===== src/rtl/dram_sched_pkg.sv =====
// ============================================================================
// Module : dram_sched_pkg
// Brief  : Shared constants and state type for the DRAM access scheduler.
// Rev    : 1.0 - initial release
// ============================================================================
`default_nettype none

package dram_sched_pkg;

    localparam int PH_W     = 4;
    localparam int SLOT_LEN = 1 << PH_W;

    // Bit p of each mask is the value the strobe takes (active) in phase p.
    localparam logic [SLOT_LEN-1:0] VID_RAS_PH   = 16'h00EE;
    localparam logic [SLOT_LEN-1:0] VID_CAS_PH   = 16'h00CC;
    localparam logic [SLOT_LEN-1:0] VID_LATCH_PH = 16'h0088;
    localparam logic [SLOT_LEN-1:0] CCLK_PH      = 16'h00FF;

    typedef enum logic [1:0] {
        IDLE   = 2'd0,
        WAITC  = 2'd1,
        ACCESS = 2'd2,
        DONE   = 2'd3
    } sched_state_t;

endpackage

`default_nettype wire


===== src/rtl/dram_access_scheduler_if.sv =====
// ============================================================================
// Module : dram_sched_if
// Brief  : CPU handshake and DRAM/video strobe bundle of the scheduler.
// Rev    : 1.0 - initial release
// ============================================================================
`default_nettype none

interface dram_sched_if;
    import dram_sched_pkg::*;

    logic            MREQ_n;
    logic            RD_n;
    logic            WR_n;
    logic            RAS_n;
    logic            CAS_n;
    logic            MWE_n;
    logic            ADDR_SEL;
    logic            VID_LATCH;
    logic            CCLK;
    logic            WAIT_n;
    logic [PH_W-1:0] SLOT_PH;

    modport master (
        output MREQ_n, RD_n, WR_n,
        input  RAS_n, CAS_n, MWE_n, ADDR_SEL, VID_LATCH, CCLK, WAIT_n, SLOT_PH
    );

    modport slave (
        input  MREQ_n, RD_n, WR_n,
        output RAS_n, CAS_n, MWE_n, ADDR_SEL, VID_LATCH, CCLK, WAIT_n, SLOT_PH
    );

endinterface

`default_nettype wire


===== src/rtl/dram_phase_gen.sv =====
// ============================================================================
// Module : dram_phase_gen
// Brief  : Slot phase counter with video fetch strobe decode, CCLK and latch.
// Rev    : 1.0 - initial release
// ============================================================================
`default_nettype none

module dram_phase_gen
    import dram_sched_pkg::*;
(
    input  wire             CLK_n,
    input  wire             RESET_n,
    output logic [PH_W-1:0] ph,
    output logic [PH_W-1:0] ph_nxt,
    output logic            vid_ras_nxt,
    output logic            vid_cas_nxt,
    output logic            vid_latch,
    output logic            cclk
);

    logic [PH_W-1:0] r_ph;
    logic            r_vid_latch;
    logic            r_cclk;

    // Strobes are decoded from the next phase so registered outputs line up with ph.
    assign ph_nxt      = r_ph + PH_W'(1);
    assign vid_ras_nxt = VID_RAS_PH[ph_nxt];
    assign vid_cas_nxt = VID_CAS_PH[ph_nxt];

    always_ff @(posedge CLK_n or negedge RESET_n) begin
        if (!RESET_n) begin
            r_ph        <= '0;
            r_vid_latch <= 1'b0;
            r_cclk      <= 1'b0;
        end else begin
            r_ph        <= ph_nxt;
            r_vid_latch <= VID_LATCH_PH[ph_nxt];
            r_cclk      <= CCLK_PH[ph_nxt];
        end
    end

    assign ph        = r_ph;
    assign vid_latch = r_vid_latch;
    assign cclk      = r_cclk;

endmodule

`default_nettype wire


===== src/rtl/dram_access_scheduler.sv =====
// ============================================================================
// Module : dram_access_scheduler
// Brief  : Time-slots video DRAM between CRTC fetches and a Z80 CPU window.
//          DRAM_SCHED_STALL_CNT_EN adds a saturating CPU stall counter.
// Rev    : 1.0 - initial release
// ============================================================================
`default_nettype none

module dram_access_scheduler
    import dram_sched_pkg::*;
#(
    parameter int CPU_WIN_START = 8,
    parameter int CPU_WIN_LEN   = 6
`ifdef DRAM_SCHED_STALL_CNT_EN
    ,
    parameter int STALL_W       = 16
`endif
)(
    input  wire          CLK_n,
    input  wire          RESET_n,
    dram_sched_if.slave  bus
`ifdef DRAM_SCHED_STALL_CNT_EN
    ,
    output logic [STALL_W-1:0] STALL_CNT
`endif
);

    localparam logic [PH_W-1:0] c_WIN_OPEN_PH  = PH_W'(CPU_WIN_START - 1);
    localparam logic [PH_W-1:0] c_WIN_FIRST_PH = PH_W'(CPU_WIN_START);
    localparam logic [PH_W-1:0] c_WIN_LAST_PH  = PH_W'(CPU_WIN_START + CPU_WIN_LEN - 1);

    logic [PH_W-1:0] w_ph;
    logic [PH_W-1:0] w_ph_nxt;
    logic [PH_W-1:0] w_win_idx;
    logic            w_vid_ras_nxt;
    logic            w_vid_cas_nxt;
    logic            w_vid_latch;
    logic            w_cclk;

    sched_state_t    r_state;
    sched_state_t    w_state_nxt;
    logic            w_req;
    logic            w_acc_nxt;
    logic            w_enter;
    logic            w_wr_nxt;
    logic            r_wr;
    logic            r_ras_n;
    logic            r_cas_n;
    logic            r_mwe_n;
    logic            r_addr_sel;
    logic            r_wait_n;

    dram_phase_gen u_phase_gen (
        .CLK_n       (CLK_n),
        .RESET_n     (RESET_n),
        .ph          (w_ph),
        .ph_nxt      (w_ph_nxt),
        .vid_ras_nxt (w_vid_ras_nxt),
        .vid_cas_nxt (w_vid_cas_nxt),
        .vid_latch   (w_vid_latch),
        .cclk        (w_cclk)
    );

    assign w_req = ~bus.MREQ_n & (~bus.RD_n | ~bus.WR_n);

    always_comb begin
        w_state_nxt = r_state;
        case (r_state)
            IDLE: begin
                if (w_req && (w_ph == c_WIN_OPEN_PH)) w_state_nxt = ACCESS;
                else if (w_req)                        w_state_nxt = WAITC;
            end
            WAITC: begin
                if (!w_req)                     w_state_nxt = IDLE;
                else if (w_ph == c_WIN_OPEN_PH) w_state_nxt = ACCESS;
            end
            ACCESS: begin
                if (w_ph == c_WIN_LAST_PH) w_state_nxt = DONE;
            end
            DONE: begin
                if (bus.MREQ_n) w_state_nxt = IDLE;
            end
            default: w_state_nxt = IDLE;
        endcase
    end

    // Write flag is frozen on window entry; simultaneous RD/WR resolves to read.
    assign w_acc_nxt = (w_state_nxt == ACCESS);
    assign w_enter   = w_acc_nxt && (r_state != ACCESS);
    assign w_wr_nxt  = w_enter ? (~bus.WR_n & bus.RD_n) : r_wr;
    assign w_win_idx = w_ph_nxt - c_WIN_FIRST_PH;

    always_ff @(posedge CLK_n or negedge RESET_n) begin
        if (!RESET_n) begin
            r_state    <= IDLE;
            r_wr       <= 1'b0;
            r_ras_n    <= 1'b1;
            r_cas_n    <= 1'b1;
            r_mwe_n    <= 1'b1;
            r_addr_sel <= 1'b0;
            r_wait_n   <= 1'b1;
        end else begin
            r_state    <= w_state_nxt;
            r_wr       <= w_wr_nxt;
            r_ras_n    <= ~(w_vid_ras_nxt | w_acc_nxt);
            r_cas_n    <= ~(w_vid_cas_nxt | (w_acc_nxt && (w_win_idx != '0)));
            r_mwe_n    <= ~(w_acc_nxt && (w_win_idx >= PH_W'(2)) && w_wr_nxt);
            r_addr_sel <= w_acc_nxt;
            r_wait_n   <= ~((w_state_nxt == WAITC) || w_acc_nxt);
        end
    end

    assign bus.RAS_n     = r_ras_n;
    assign bus.CAS_n     = r_cas_n;
    assign bus.MWE_n     = r_mwe_n;
    assign bus.ADDR_SEL  = r_addr_sel;
    assign bus.WAIT_n    = r_wait_n;
    assign bus.VID_LATCH = w_vid_latch;
    assign bus.CCLK      = w_cclk;
    assign bus.SLOT_PH   = w_ph;

`ifdef DRAM_SCHED_STALL_CNT_EN
    logic [STALL_W-1:0] r_stall_cnt;

    always_ff @(posedge CLK_n or negedge RESET_n) begin
        if (!RESET_n) begin
            r_stall_cnt <= '0;
        end else if (!r_wait_n && (r_stall_cnt != '1)) begin
            r_stall_cnt <= r_stall_cnt + STALL_W'(1);
        end
    end

    assign STALL_CNT = r_stall_cnt;
`endif

endmodule

`default_nettype wire


===== src/flat_wrapper.sv =====
// flat-port wrapper written by rule: the top's interface ports become plain ports
module dram_access_scheduler_flat import dram_sched_pkg::*;
#(
    parameter int CPU_WIN_START = 8,
    parameter int CPU_WIN_LEN   = 6

)
  (CLK_n, RESET_n, bus_MREQ_n, bus_RD_n, bus_WR_n, bus_RAS_n, bus_CAS_n, bus_MWE_n, bus_ADDR_SEL, bus_VID_LATCH, bus_CCLK, bus_WAIT_n, bus_SLOT_PH);
  dram_sched_if bus_i ();
  input  wire CLK_n;
  input  wire RESET_n;
  input wire logic [$bits(bus_i.MREQ_n)-1:0] bus_MREQ_n;
  input wire logic [$bits(bus_i.RD_n)-1:0] bus_RD_n;
  input wire logic [$bits(bus_i.WR_n)-1:0] bus_WR_n;
  output wire logic [$bits(bus_i.RAS_n)-1:0] bus_RAS_n;
  output wire logic [$bits(bus_i.CAS_n)-1:0] bus_CAS_n;
  output wire logic [$bits(bus_i.MWE_n)-1:0] bus_MWE_n;
  output wire logic [$bits(bus_i.ADDR_SEL)-1:0] bus_ADDR_SEL;
  output wire logic [$bits(bus_i.VID_LATCH)-1:0] bus_VID_LATCH;
  output wire logic [$bits(bus_i.CCLK)-1:0] bus_CCLK;
  output wire logic [$bits(bus_i.WAIT_n)-1:0] bus_WAIT_n;
  output wire logic [$bits(bus_i.SLOT_PH)-1:0] bus_SLOT_PH;
  assign bus_i.MREQ_n = bus_MREQ_n;
  assign bus_i.RD_n = bus_RD_n;
  assign bus_i.WR_n = bus_WR_n;
  assign bus_RAS_n = bus_i.RAS_n;
  assign bus_CAS_n = bus_i.CAS_n;
  assign bus_MWE_n = bus_i.MWE_n;
  assign bus_ADDR_SEL = bus_i.ADDR_SEL;
  assign bus_VID_LATCH = bus_i.VID_LATCH;
  assign bus_CCLK = bus_i.CCLK;
  assign bus_WAIT_n = bus_i.WAIT_n;
  assign bus_SLOT_PH = bus_i.SLOT_PH;
  dram_access_scheduler #(.CPU_WIN_START(CPU_WIN_START), .CPU_WIN_LEN(CPU_WIN_LEN)) u_core (.CLK_n(CLK_n), .RESET_n(RESET_n), .bus(bus_i));
endmodule

===== config.mk =====
export PLATFORM = sky130hd
export DESIGN_NAME = dram_access_scheduler_flat
export DESIGN_NICKNAME = d
export VERILOG_FILES = /design/src/rtl/dram_sched_pkg.sv /design/src/rtl/dram_access_scheduler_if.sv /design/src/rtl/dram_phase_gen.sv /design/src/rtl/dram_access_scheduler.sv /design/src/flat_wrapper.sv
export SDC_FILE = /design/constraint.sdc
export NUM_CORES = 1
export LEC_CHECK = 0
export ABC_AREA = 1
export BUFFER_PORTS_ARGS = -buffer_cell sky130_fd_sc_hd__clkbuf_2
export CORE_AREA = 3 3 42 44
export DETAILED_ROUTE_END_ITERATION = 8
export DIE_AREA = 0 0 45 47
export PLACE_DENSITY = 0.69
export SLEW_MARGIN = 20
export SYNTH_ARGS = -nofsm -noshare
export SYNTH_HDL_FRONTEND = slang
export SYNTH_SLANG_ARGS = --single-unit

===== constraint.sdc =====
create_clock -name CLK_n -period 1.6 [get_ports CLK_n]
set_input_delay 0.08 -clock CLK_n [delete_from_list [all_inputs] [get_ports CLK_n]]
set_output_delay 0.08 -clock CLK_n [all_outputs]
set_load 0.05 [all_outputs]

# Yosys cells after proc, flatten, opt, wreduce, memory -nomap -nowiden
# Memory sizes are Yosys's and may differ from the RTL's. A register that Yosys moved wholly into a read port is not among the register bits.
# Cells that the tools add are included.
# Widths: inputs -> output; s select.
[classes]
n_addsub = 2
multipliers = 0
n_div = 0
bitwise = 12
n_lt_le_gt_ge = 2
n_reduce_logical = 10
shifts = 0
mux = 10
eq_ne = 8
[ops]
columns = ["operator", "count"]
rows = [
  ["$mux 2", 6],
  ["$pmux 2 s4", 1],
  ["$not 1->1", 7],
  ["$eq 2x2->1 const B", 3],
  ["$logic_and 1x1->1", 5],
  ["$lt 4x5->1 const B", 1],
  ["$add 4x1->4 const B", 1],
  ["$eq 2x1->1 const B", 2],
  ["$eq 4x3->1 const B", 1],
  ["$eq 4x4->1 const B", 1],
  ["$ge 4x2->1 const B", 1],
  ["$reduce_bool 4->1", 1],
  ["$sub 4x4->4 const B", 1],
  ["$mux 1", 3],
  ["$or 1x1->1", 3],
  ["$and 1x1->1", 2],
  ["$logic_not 1->1", 2],
  ["$logic_not 2->1", 1],
  ["$ne 2x2->1 const B", 1],
  ["$logic_or 1x1->1", 1],
]
[totals]
latch_bits = 0
mem_count = 4
output_inout_bits = 11
mem_bits_ro = 64
register_bits = 12
mem_bits_rw = 0
[memory_table]
columns = ["name", "depth", "word_bits", "read_ports", "rd_ports_with_merged_regs", "wr", "line_no", "source"]
rows = [
  ["(no name shown)", 16, 1, 1, 1, 0, "dram_phase_gen.sv:38", "r_cclk <= CCLK_PH[ph_nxt];"],
  ["(no name shown)", 16, 1, 1, 1, 0, "dram_phase_gen.sv:37", "r_vid_latch <= VID_LATCH_PH[ph_nxt];"],
  ["(no name shown)", 16, 1, 1, 0, 0, "dram_phase_gen.sv:28", "assign vid_cas_nxt = VID_CAS_PH[ph_nxt];"],
  ["(no name shown)", 16, 1, 1, 0, 0, "dram_phase_gen.sv:27", "assign vid_ras_nxt = VID_RAS_PH[ph_nxt];"],
]

# Depth between registers and ports, before layout
# Gate-level depths: netlist (run 1).
[logic_depth]
depth_word = 11
depth_mapped = 12
mapped_depth_nobuf = 12

# Cells and area by module
# A second synthesis (run 1) with hierarchy kept.
[unflattened]
hier_cells = 67
area_unflattened_um2 = 618.1
[modules_own_cells]
columns = ["mod", "instances", "area_per_inst_um2", "cells_per_inst"]
rows = [
  ["dram_access_scheduler", 1, 382.9, 46],
  ["dram_phase_gen", 1, 235.2, 21],
]

# Worst setup path before layout (run 1)
# No wires, ideal clock.
[synth_path]
path_kind = "flip-flop to flip-flop"
start = "reg u_core.u_phase_gen.r_ph[1], in the netlist u_core.u_phase_gen.ph[1]"
end = "reg u_core.r_mwe_n, in the netlist u_core.bus.MWE_n"
synth_period_minus_slack_ns = 1.931
path_buffers = 0
stages_incl_launch_ff = 10
t_required_ns = 1.513
arrival_ns = 1.843
setup_ns = 0.087
setup_slack_ns = -0.331
cell_sequence = "dfrtp_1 ha_1 nand2_1 o21bai_2 o21ai_2 nor2_2 ha_1 nand3_1 nand2_1 nand3_1"
[synth_via]
elab_chain_cells = 9
word_cells_on_any_way = 17
classes_between = "add/sub (2); order compare (1); eq/ne (3); mux (6); bitwise (1); reduce/logical (4)"
[synth_rtl]
columns = ["item", "line_no", "source"]
rows = [
  ["start, declared", "dram_phase_gen.sv:21", "logic [PH_W-1:0] r_ph;"],
  ["start signal, assigned", "dram_phase_gen.sv:36", "r_ph <= ph_nxt;"],
  ["$eq 4x3->1", "dram_access_scheduler.sv:70, dram_access_scheduler.sv:75", ""],
  ["$mux 2 / $logic_and 1x1->1 (equally long branches)", "dram_access_scheduler.sv:75, dram_access_scheduler.sv:70", ""],
  ["$mux 2, on equally long branches", "dram_access_scheduler.sv:74, dram_access_scheduler.sv:70", ""],
  ["$pmux 2 s4 (*)", "dram_access_scheduler.sv:68", "case (r_state)"],
  ["via u_core.w_state_nxt[1]", "dram_access_scheduler.sv:41", "sched_state_t w_state_nxt;"],
  ["$eq 2x2->1 (*)", "dram_access_scheduler.sv:88", "assign w_acc_nxt = (w_state_nxt == ACCESS);"],
  ["via u_core.w_acc_nxt", "dram_access_scheduler.sv:43", "logic w_acc_nxt;"],
  ["$logic_and 1x1->1 (*)", "dram_access_scheduler.sv:89", "assign w_enter = w_acc_nxt && (r_state != ACCESS);"],
  ["$mux 1 (*)", "dram_access_scheduler.sv:90", "assign w_wr_nxt = w_enter ? (~bus.WR_n & bus.RD_n) : r_wr;"],
  ["via u_core.w_wr_nxt", "dram_access_scheduler.sv:45", "logic w_wr_nxt;"],
  ["$logic_and 1x1->1 (*)", "dram_access_scheduler.sv:107", "r_mwe_n <= ~(w_acc_nxt && (w_win_idx >= PH_W'(2)) && w_wr_nxt);"],
  ["$not 1->1 (*)", "dram_access_scheduler.sv:107", ""],
  ["end signal, assigned", "dram_access_scheduler.sv:107", ""],
  ["end, declared", "dram_access_scheduler.sv:49", "logic r_mwe_n;"],
]
# The timed path passes the listed nets; every way through them passes the cells marked *.

# Worst setup path in the final report (run 1)
# Ends and elaborated chain as after synthesis.

==> results of run 1 <==
==> per-stage QoR <==
step           power [mW]  TNS [ns]
2_1_floorplan       0.389   -0.0516
3_5_place_dp        0.405         0
6_report            0.649         0
3_3_place_gp        0.404         0
5_1_grt             0.683   -0.0757
4_1_cts             0.654         0
==> per-layer routing <==
layer  GRT usage  part of all wire  up-vias
met3      0.0345             0.046        2
met2       0.189              0.51        8
met1       0.119              0.43      222
met4      0.0526            0.0083        0
li1            -                 -      246
met5           0                 0        -
==> cell type report <==
cell class                      count  area, sq um  share of cell area
Sequential cell                    14          359               0.421
Multi-Input combinational cell     39          285               0.334
Timing Repair Buffer               18          100               0.117
Inverter                           14         52.6              0.0616
Clock buffer                        4         36.3              0.0425
Tap cell                           16         20.0              0.0235
==> sequential cells by signal, summed over array words and instances, names as in the netlist <==
register	count
u_core.bus.MWE_n	1
u_core.r_state	2
u_core.bus.RAS_n	1
u_core.r_wr	1
u_core.bus.WAIT_n	1
u_core.bus.ADDR_SEL	1
u_core.u_phase_gen.ph	4
u_core.u_phase_gen.vid_latch	1
u_core.bus.CAS_n	1
u_core.u_phase_gen.cclk	1
==> worst max-delay path by stage <==
stage / start / endpoint / slack (ns) / cells past startpoint
final: u_core.u_phase_gen.ph[1] / u_core.bus.MWE_n / 0.07 / 12
after global routing: u_core.u_phase_gen.ph[1] / u_core.bus.MWE_n / -0.05 / 10
after CTS: u_core.u_phase_gen.ph[1] / u_core.bus.MWE_n / 0.008 / 12
after detailed placement: u_core.u_phase_gen.ph[0] / u_core.bus.MWE_n / 0.02 / 10
after global placement: u_core.u_phase_gen.ph[0] / u_core.bus.MWE_n / 0.04 / 10
after floorplan: u_core.u_phase_gen.ph[0] / u_core.bus.MWE_n / -0.04 / 9
==> cell families (layout without fill, tap and decap cells) <==
family / after synthesis / count (layout)
flip-flops: 14 / 14
adder cells (fa/ha/maj): 4 / 4
AO/OA/AOI/OAI: 5 / 5
buffers and inverters: 14 / 36
AND/OR/NAND/NOR: 30 / 30
==> worst max-delay path, stage by stage, from the launching register on <==
cell	delay, ns
dfrtp_2	0.47
inv_2	0.08
ha_4	0.12
nand3_2	0.06
nor2_1	0.11
nor2_1	0.05
o21ai_2	0.06
inv_2	0.06
ha_4	0.18
nand2_1	0.06
nand2_1	0.05
nand2_2	0.08
nand3_2	0.06
==> layout by cell type (no fill, tap or decap) <==
cell and count:
o21bai_4 1, nor2_1 6, dfrtp_1 7, o21ai_0 1, nand3_2 3, inv_2 2
nand4_1 1, nand3_1 2, nand2_1 14, nand2_2 2, inv_1 12, dfstp_2 4
dfrtp_2 3, dlygate4sd3_1 1, a21oi_1 1, clkbuf_2 15, nor2_2 1, ha_4 3
buf_4 2, o21ai_2 2, nand2_4 1, clkbuf_4 3, ha_1 1, clkbuf_8 1
==> timing repair <==
item | 4_1_cts | 5_1_grt
hold buffers | 1 | 0
gates resized for setup | 0 | 7
setup endpoints to repair | 1 | 3
endpoints found under the hold margin | 14 | 0
pin swaps | 0 | 4
buffers inserted | 1 | 1
==> cell usage after synthesis <==
cell      count  share of area
o21bai_2      1          0.018
nand2_1      16          0.096
a21oi_1       1         0.0080
dfrtp_1      10           0.40
nor2_2        1          0.010
ha_1          4          0.080
o21ai_0       1         0.0080
nand2_2       1          0.010
nand3_1       5          0.040
nor2_1        6          0.036
nand4_1       1          0.010
dfstp_2       4           0.17
o21ai_2       2          0.028
inv_1        14          0.084
==> power by group through the flow <==
stage	logic [mW]	registers [mW]	clock network, mW
2_1_floorplan	0.0123	0.377	0
3_3_place_gp	0.0329	0.371	0
3_5_place_dp	0.0343	0.371	0
4_1_cts	0.0364	0.365	0.253
5_1_grt	0.0454	0.365	0.272
6_report	0.0404	0.365	0.244
==> flow_metrics.tcl, run 1 <==
set metrics [dict create \
    status "complete, no violations" \
    p_comb_frac 0.062 \
    postLayoutCellArea_sq_um 853 \
    cp-start-kind "flip-flop" \
    hold_end "u_core.r_wr" \
    max_freq_mhz 652 \
    syn_area_sq_um 623 \
    timing.hold.ws_ns 0.105 \
    p_clk_frac 0.376 \
    clk_latency_ns 0.27 \
    antenna_found_initial 0 \
    worstReg2RegStart "u_core.u_phase_gen.ph[1]" \
    synth_top_family_by_area "simple AND/OR/NAND/NOR gates" \
    pre_cts_ws_ns 0.0161 \
    dr.pass1.iters 4 \
    drt-total-wl_um 1080 \
    p_sw_frac 0.209 \
    placementRows 14 \
    ys_warn_count 0 \
    path_clk_slew_ns 0.08 \
    yosys.area_share.simple 0.203 \
    finalClockSkew_ns 0.00409 \
    layout_setup_ws_ns 0.0673 \
    ys_types 14 \
    rsz0062_at_grt "true" \
    power_density_nw_per_um2 760 \
    core_sq_um 1470 \
    port_buffers 15 \
    hpwl_um 790 \
    worst_slew_pin_slew_ns 0.331 \
    grt_usage 0.108 \
    worst_hold_path.num_cells 4 \
    numCtsBuffers 3 \
    syn2layout_area_growth_pct 36.9 \
    drive_above_1_share 0.483 \
    htree_num_levels 1 \
    r2r-end "u_core.bus.MWE_n" \
    grt_max_degree 15 \
    stdcell_count 105 \
    gp_congestion 0.764 \
    io_pins 16 \
    syn_inst 67 \
    placed_cell_area_sq_um 754 \
    gr-total-overflow 0 \
    cp_max_fo 6 \
    drv_slew 0 \
    drt.antenna.violating_nets 0 \
    diodes 0 \
    first_iter_violations 4 \
    cts.sinks 14 \
    clockRootBuffer "clkbuf_4" \
    worstHoldPathType "in -> reg" \
    syn-num-nets 76 \
    drv_cap 0 \
    synthXorXnorAreaFrac 0 \
    final_core_util 0.580 \
    required_ns 1.80 \
    start_util 0.423 \
    grt_pass1_vias 427 \
    nets 99 \
    ys_seq_elements 14 \
    setup_viol 0 \
    p_leak_nw 0.424 \
    cp-end-kind "flip-flop" \
    irDropWorstVdd_mv 0.423 \
    ys_seq_area_frac 0.570 \
    cts_tree "done" \
    grt_pass1_wl_um 1630 \
    yosys.area_share.adder 0.0803 \
    regToRegSetupSlack_ns 0.07 \
    critPathKind "reg -> reg" \
    p_int_mw 0.513 \
    placed_cells_incl_taps 98 \
    switchingPower_mw 0.135 \
    fin_crit_ns 1.53 \
    fin_crit_sh 0.958 \
    synthMuxAreaShare 0 \
    die_w_um 45 \
    synth_compound_area_frac 0.0622 \
    vias_per_cell 4.55 \
    relSlewSlack 0.779 \
    routed-via-count 478 \
    reg2reg_depth 12 \
    die_y_um 47 \
    final_hold_viol_count 0 \
    seqPwrFrac 0.562 \
    avgRoutedWirePerCell_um 10.3 \
    nFillCells 133 \
    dieArea_sq_um 2120 \
    drc 0 \
    hp-start "bus_WR_n" \
    cts_max_path_buffers 2 \
    syn_area_per_cell_sq_um 9.30 \
    worstPathArrival_ns 1.73 \
]
(Power assumes the default switching activity.)
==> run 2: changes to the inputs <==
- BUFFER_PORTS_ARGS: -buffer_cell sky130_fd_sc_hd__clkbuf_2 -> not set
- CORE_AREA: 3 3 42 44 -> 3 3 40 42
- DIE_AREA: 0 0 45 47 -> 0 0 43 45
- DONT_BUFFER_PORTS: not set -> 1
- PLACE_DENSITY: 0.69 -> 0.65
==> run 2 against run 1 <==
Register-to-register slack is essentially flat; clock power grew 3%; first-iteration DRC count shrank 25%; core utilization grew 3.3 points.
==> flow_metrics.tcl, run 2 (synthesis results as in run 1) <==
set metrics [dict create \
    cts_tree "done" \
    io_pins 16 \
    worstPathBufferInverterCount 0 \
    drt.antenna.violating_nets 0 \
    fin_crit_sh 0.954 \
    grt_max_degree 15 \
    path_clk_slew_ns 0.09 \
    hpwl_um 823 \
    start_util 0.485 \
    relSlewSlack 0.582 \
    grt_usage 0.128 \
    gr-total-overflow 0 \
    avgRoutedWirePerCell_um 11.9 \
    final_cell_mix "12 x inv_1, 12 x nand2_1, 7 x dfrtp_1" \
    routed-via-count 443 \
    worstPathArrival_ns 1.73 \
    rsz0062_at_grt "true" \
    port_buffers 0 \
    pre_cts_ws_ns 0.0526 \
    dr.pass1.iters 2 \
    cpMaxStageDelayCell "dfrtp_2" \
    die_w_um 43 \
    diodes 0 \
    power_density_nw_per_um2 824 \
    required_ns 1.80 \
    status "complete, no violations" \
    clk_latency_ns 0.27 \
    p_leak_nw 0.381 \
    cts.sinks 14 \
    syn2layout_area_growth_pct 26.3 \
    cp-start-kind "flip-flop" \
    grt_pass1_vias 467 \
    cts_max_path_buffers 2 \
    worst_slew_pin_slew_ns 0.625 \
    setup_viol 0 \
    drt-total-wl_um 1110 \
    largest_reg_flops 4 \
    die_y_um 45 \
    gp_congestion 0.818 \
    irDropWorstVdd_mv 0.556 \
    postLayoutCellArea_sq_um 787 \
    fin_crit_ns 1.53 \
    cp_cell_sequence "ha_4 -> nand2_4 -> o21bai_4 -> o21ai_2 -> nor2_2 -> ha_4 -> nand3_1 -> nand2_2 -> nand3_1" \
    core_sq_um 1280 \
    setup_tns_ns 0 \
    cp-end-kind "flip-flop" \
    finalClockSkew_ns 0.00143 \
    numCtsBuffers 3 \
    cp_max_fo 7 \
    final_hold_viol_count 0 \
    critPathKind "reg -> reg" \
    clockRootBuffer "clkbuf_4" \
    grt_pass1_wl_um 1860 \
    worstHoldPathType "in -> reg" \
    drc 0 \
    placementRows 13 \
    critical-path-top-delay-family "simple AND/OR/NAND/NOR gates" \
    drv_slew 0 \
    drive_above_1_share 0.397 \
    layout_setup_ws_ns 0.0733 \
    vias_per_cell 4.76 \
    htree_num_levels 1 \
    antenna_found_initial 0 \
    nFillCells 108 \
    cpPeakStageDelay_ns 0.43 \
    drv_cap 0 \
    first_iter_violations 3 \
    dieArea_sq_um 1940 \
    placed_cell_area_sq_um 708 \
    max_freq_mhz 655 \
    nets 88 \
    fin_total_pwr_mw 0.649 \
]
[run 2: worst register-to-register path: cells and delay by family (launching register included)]
family,cells,cell delay (ns)
AND/OR/NAND/NOR,5,0.46
flip-flops,1,0.43
AO/OA/AOI/OAI,2,0.21
adder cells (fa/ha/maj),2,0.37
[run 2: area by class of cell]
cell class | count | area (sq um) | area share
inverter | 14 | 52.6 | 0.0668
sequential | 14 | 359 | 0.456
timing repair buffer | 7 | 55.1 | 0.0700
multi-input combinational | 39 | 265 | 0.337
clock buffer | 4 | 36.3 | 0.0461
tap | 15 | 18.8 | 0.0238
[run 2: final timing paths]
path	depth (start not counted)	endpoint	slack, ns	startpoint
max	9	u_core.bus.MWE_n	0.07	u_core.u_phase_gen.ph[1]
max reg2reg	9	u_core.bus.MWE_n	0.07	u_core.u_phase_gen.ph[1]
min	3	u_core.r_wr	0.01	bus_WR_n
max in group asynchronous	1	u_core.u_phase_gen.ph[1]	0.90	RESET_n
min reg2reg	2	u_core.r_wr	0.50	u_core.r_wr
min in group asynchronous	1	u_core.u_phase_gen.cclk	0.26	RESET_n
[run 2: what timing repair did]
action	4_1_cts	5_1_grt
endpoints found under the hold margin	14	0
endpoints found under the setup margin	0	3
setup buffers	0	2
hold buffers	1	0
gates resized for setup	0	5
[run 2: metal layers]
layer  up-vias  track usage  part of all wire
met5         -            0                 0
met4         0       0.0361                 0
met3         0       0.0438             0.048
met2        10        0.225              0.51
met1       209        0.149              0.44
li1        224            -                 -
[run 2: through the flow]
stage | instances | utilization | hold WS (ns)
floorplan | 67 | - | -0.216
global placement | 86 | 0.551 | -0.215
detailed placement | 86 | 0.551 | -0.215
CTS | 91 | 0.587 | 0.00742
global route | 93 | 0.612 | 0.0244
finish | 93 | 0.612 | 0.0108
[run 2: report_power, final]
group	total (mW)	switching, mW	internal (mW)	leakage [nW]
Combinational	0.0263	0.0174	0.00889	0.194
Sequential	0.372	0.00948	0.362	0.166
Clock	0.251	0.113	0.138	0.0210
==> run 3: changes to the inputs <==
- PLACE_DENSITY: 0.65 -> 0.64
- RECOVER_POWER: not set -> 25
- SYNTH_HIERARCHICAL: not set -> 1
==> run 3 against run 2 <==
Combinational power is 6% lower; largest cell class unchanged; sequential share of layout area is 2.8 points higher; die area stayed put; via count is 1.4% higher; register-to-register slack better by 0.03 ns; core utilization is 3.3 points lower; sequential power hardly changed; final cell count stayed put; power is 6.0% lower; global-route usage is 1.5 points higher; critical endpoint is now u_core/r_wr; area after synthesis is 0.80% lower; critical path depth stayed put; largest power group unchanged; critical path type unchanged.
==> flow_metrics.tcl, run 3 <==
set metrics [dict create \
    p_comb_frac 0.040 \
    seqPwrFrac 0.610 \
    fin_crit_sh 0.934 \
    drt-total-wl_um 1140 \
    worstReg2RegStart "u_core/u_phase_gen/ph[3]" \
    critPathKind "reg -> reg" \
    async_flop_share 1.00 \
    drc 0 \
    irDropWorstVdd_mv 0.487 \
    fin_crit_ns 1.50 \
    required_ns 1.77 \
    hpwl_um 801 \
    synth_top_flop_cell "dfrtp_1" \
    die_w_um 43 \
    syn_inst 67 \
    worst_slew_pin_slew_ns 0.642 \
    nets 87 \
    p_leak_nw 0.372 \
    p_sw_frac 0.234 \
    ys_types 16 \
    worstHoldPathType "in -> reg" \
    port_buffers 0 \
    io_pins 16 \
    placementRows 13 \
    clockRootBuffer "clkbuf_4" \
    syn-num-nets 75 \
    die_y_um 45 \
    numCtsBuffers 3 \
    hp-start "bus_WR_n" \
    cts_tree "done" \
    yosysTopAreaCellShare 0.405 \
    ys_seq_elements 14 \
    syn2layout_area_growth_pct 20.4 \
    antenna_found_initial 0 \
    diodes 0 \
    gp_congestion 0.755 \
    timing.hold.ws_ns 0.00147 \
    core_sq_um 1280 \
    cp_max_fo 4 \
    largest_reg_flops 4 \
    multi_input_area_sq_um 235 \
    cts.sinks 14 \
    cp-end-kind "flip-flop" \
    syn_area_sq_um 618 \
    setup_viol 0 \
    max_freq_mhz 669 \
    grt_max_degree 15 \
    drive_above_1_share 0.372 \
    syn_area_per_cell_sq_um 9.23 \
    rsz0062_at_grt "true" \
    ys_warn_count 6 \
    final_hold_viol_count 0 \
    vias_per_cell 4.83 \
    grt_pass1_vias 441 \
    start_util 0.481 \
    nFillCells 114 \
    ff_latch_area_sq_um 360 \
    grt_pass1_wl_um 1930 \
    status "complete, no violations" \
    ys_seq_area_frac 0.575 \
    switchingPower_mw 0.143 \
    htree_num_levels 1 \
    drv_slew 0 \
    finalClockSkew_ns 0.000516 \
    p_clk_frac 0.350 \
    cts_max_path_buffers 2 \
    final_cell_mix "11 x nor2_1, 11 x inv_1, 8 x nand2_1" \
    dieArea_sq_um 1940 \
    yosys.area.top_type "dfrtp_1" \
    setup_tns_ns 0 \
    clk_latency_ns 0.28 \
    drt.antenna.violating_nets 0 \
    gr-total-overflow 0 \
    relSlewSlack 0.571 \
    synth_edf_count 0 \
    drv_cap 0 \
    worstPathArrival_ns 1.66 \
    avgRoutedWirePerCell_um 12.3 \
    synthTopCellsByArea "dfrtp_1 40%, dfstp_2 17%, nor2_1 7.9%" \
    first_iter_violations 5 \
    synth_most_common_cell "nor2_1" \
    p_int_mw 0.467 \
    routed-via-count 449 \
    dr.pass1.iters 2 \
    power_density_nw_per_um2 819 \
    synth_common_cells "13 x nor2_1, 12 x inv_1, 10 x dfrtp_1" \
    path_clk_slew_ns 0.08 \
    startpoint "u_core/u_phase_gen/ph[3]" \
    grt_usage 0.142 \
    cp-start-kind "flip-flop" \
]
-- run 3: cell types whose count changed in the layout (fill, tap and decap cells not counted), moves of 2 or more --
| cell | delta |
|---|---|
| ha_4 | -2 |
| nand2_1 | -4 |
| nor2_1 | +5 |
| o21ai_2 | -2 |
-- run 3: power by group through the flow --
stage,combinational [mW],clock [mW],sequential (mW)
2_1_floorplan,0.0129,0,0.378
3_3_place_gp,0.0152,0,0.379
3_5_place_dp,0.0154,0,0.379
4_1_cts,0.0243,0.216,0.372
5_1_grt,0.0292,0.239,0.373
6_report,0.0246,0.213,0.372
-- run 3: routing by layer --
layer,vias up,routed length (um),global-route usage
met5,-,0,0
met4,0,34,0.108
met3,5,43,0.0398
met2,9,529,0.222
met1,209,536,0.168
li1,226,-,-
-- run 3: worst paths after layout --
| kind | slack, ns | to | cells after the start |
|---|---|---|---|
| setup / recovery | 0.10 | u_core/r_wr | 9 |
| hold / removal | 0.001 | u_core/r_wr | 3 |
| setup reg to reg | 0.10 | u_core/r_wr | 9 |
| hold reg to reg | 0.51 | u_core/r_wr | 2 |
| max in group asynchronous | 0.89 | u_core/u_phase_gen/ph[1] | 1 |
| min in group asynchronous | 0.26 | u_core/u_phase_gen/vid_latch | 1 |
-- run 3: per-stage QoR --
| stage | area, sq um | instances | utilization | power (mW) | setup slack (ns) |
|---|---|---|---|---|---|
| after detailed placement | 672 | 86 | 0.523 | 0.394 | 0.0562 |
| after floorplan | 623 | 67 | - | 0.391 | 0.0263 |
| after global routing | 744 | 93 | 0.579 | 0.641 | -0.0360 |
| after CTS | 708 | 91 | 0.551 | 0.612 | 0.0354 |
| final | 744 | 93 | 0.579 | 0.610 | 0.105 |
| after global placement | 672 | 86 | 0.523 | 0.394 | 0.0874 |
-- run 3: repair_timing --
item,4_1_cts,5_1_grt
hold buffers,1,0
gates resized for setup,0,7
hold endpoints to repair,14,0
endpoints found under the setup margin,0,3
setup buffers,0,2
-- run 3: cell families after synthesis --
kind of cell	share of synthesized area
AND/OR/NAND/NOR	0.247
flip-flops	0.575
buffers and inverters	0.0789
AO/OA/AOI/OAI	0.0243
adder cells (fa/ha/maj)	0.0607
XOR/XNOR	0.0142
-- run 3: worst max-delay path, stage by stage, from the launching register on --
cell and delay [ns]:
dfrtp_2 0.41, nor2_1 0.10, nand2_1 0.07, nand2_1 0.08, nand2_1 0.06, nor2_2 0.13, ha_2 0.23, inv_2 0.06
o21ai_1 0.16, nand2_2 0.08
-- run 3: final cells by class --
type,count,share of cell area
multi-input cells,40,0.316
well taps,15,0.0252
flip-flops and latches,14,0.484
repair buffers,7,0.0739
inverters,13,0.0655
clock buffers,4,0.0353
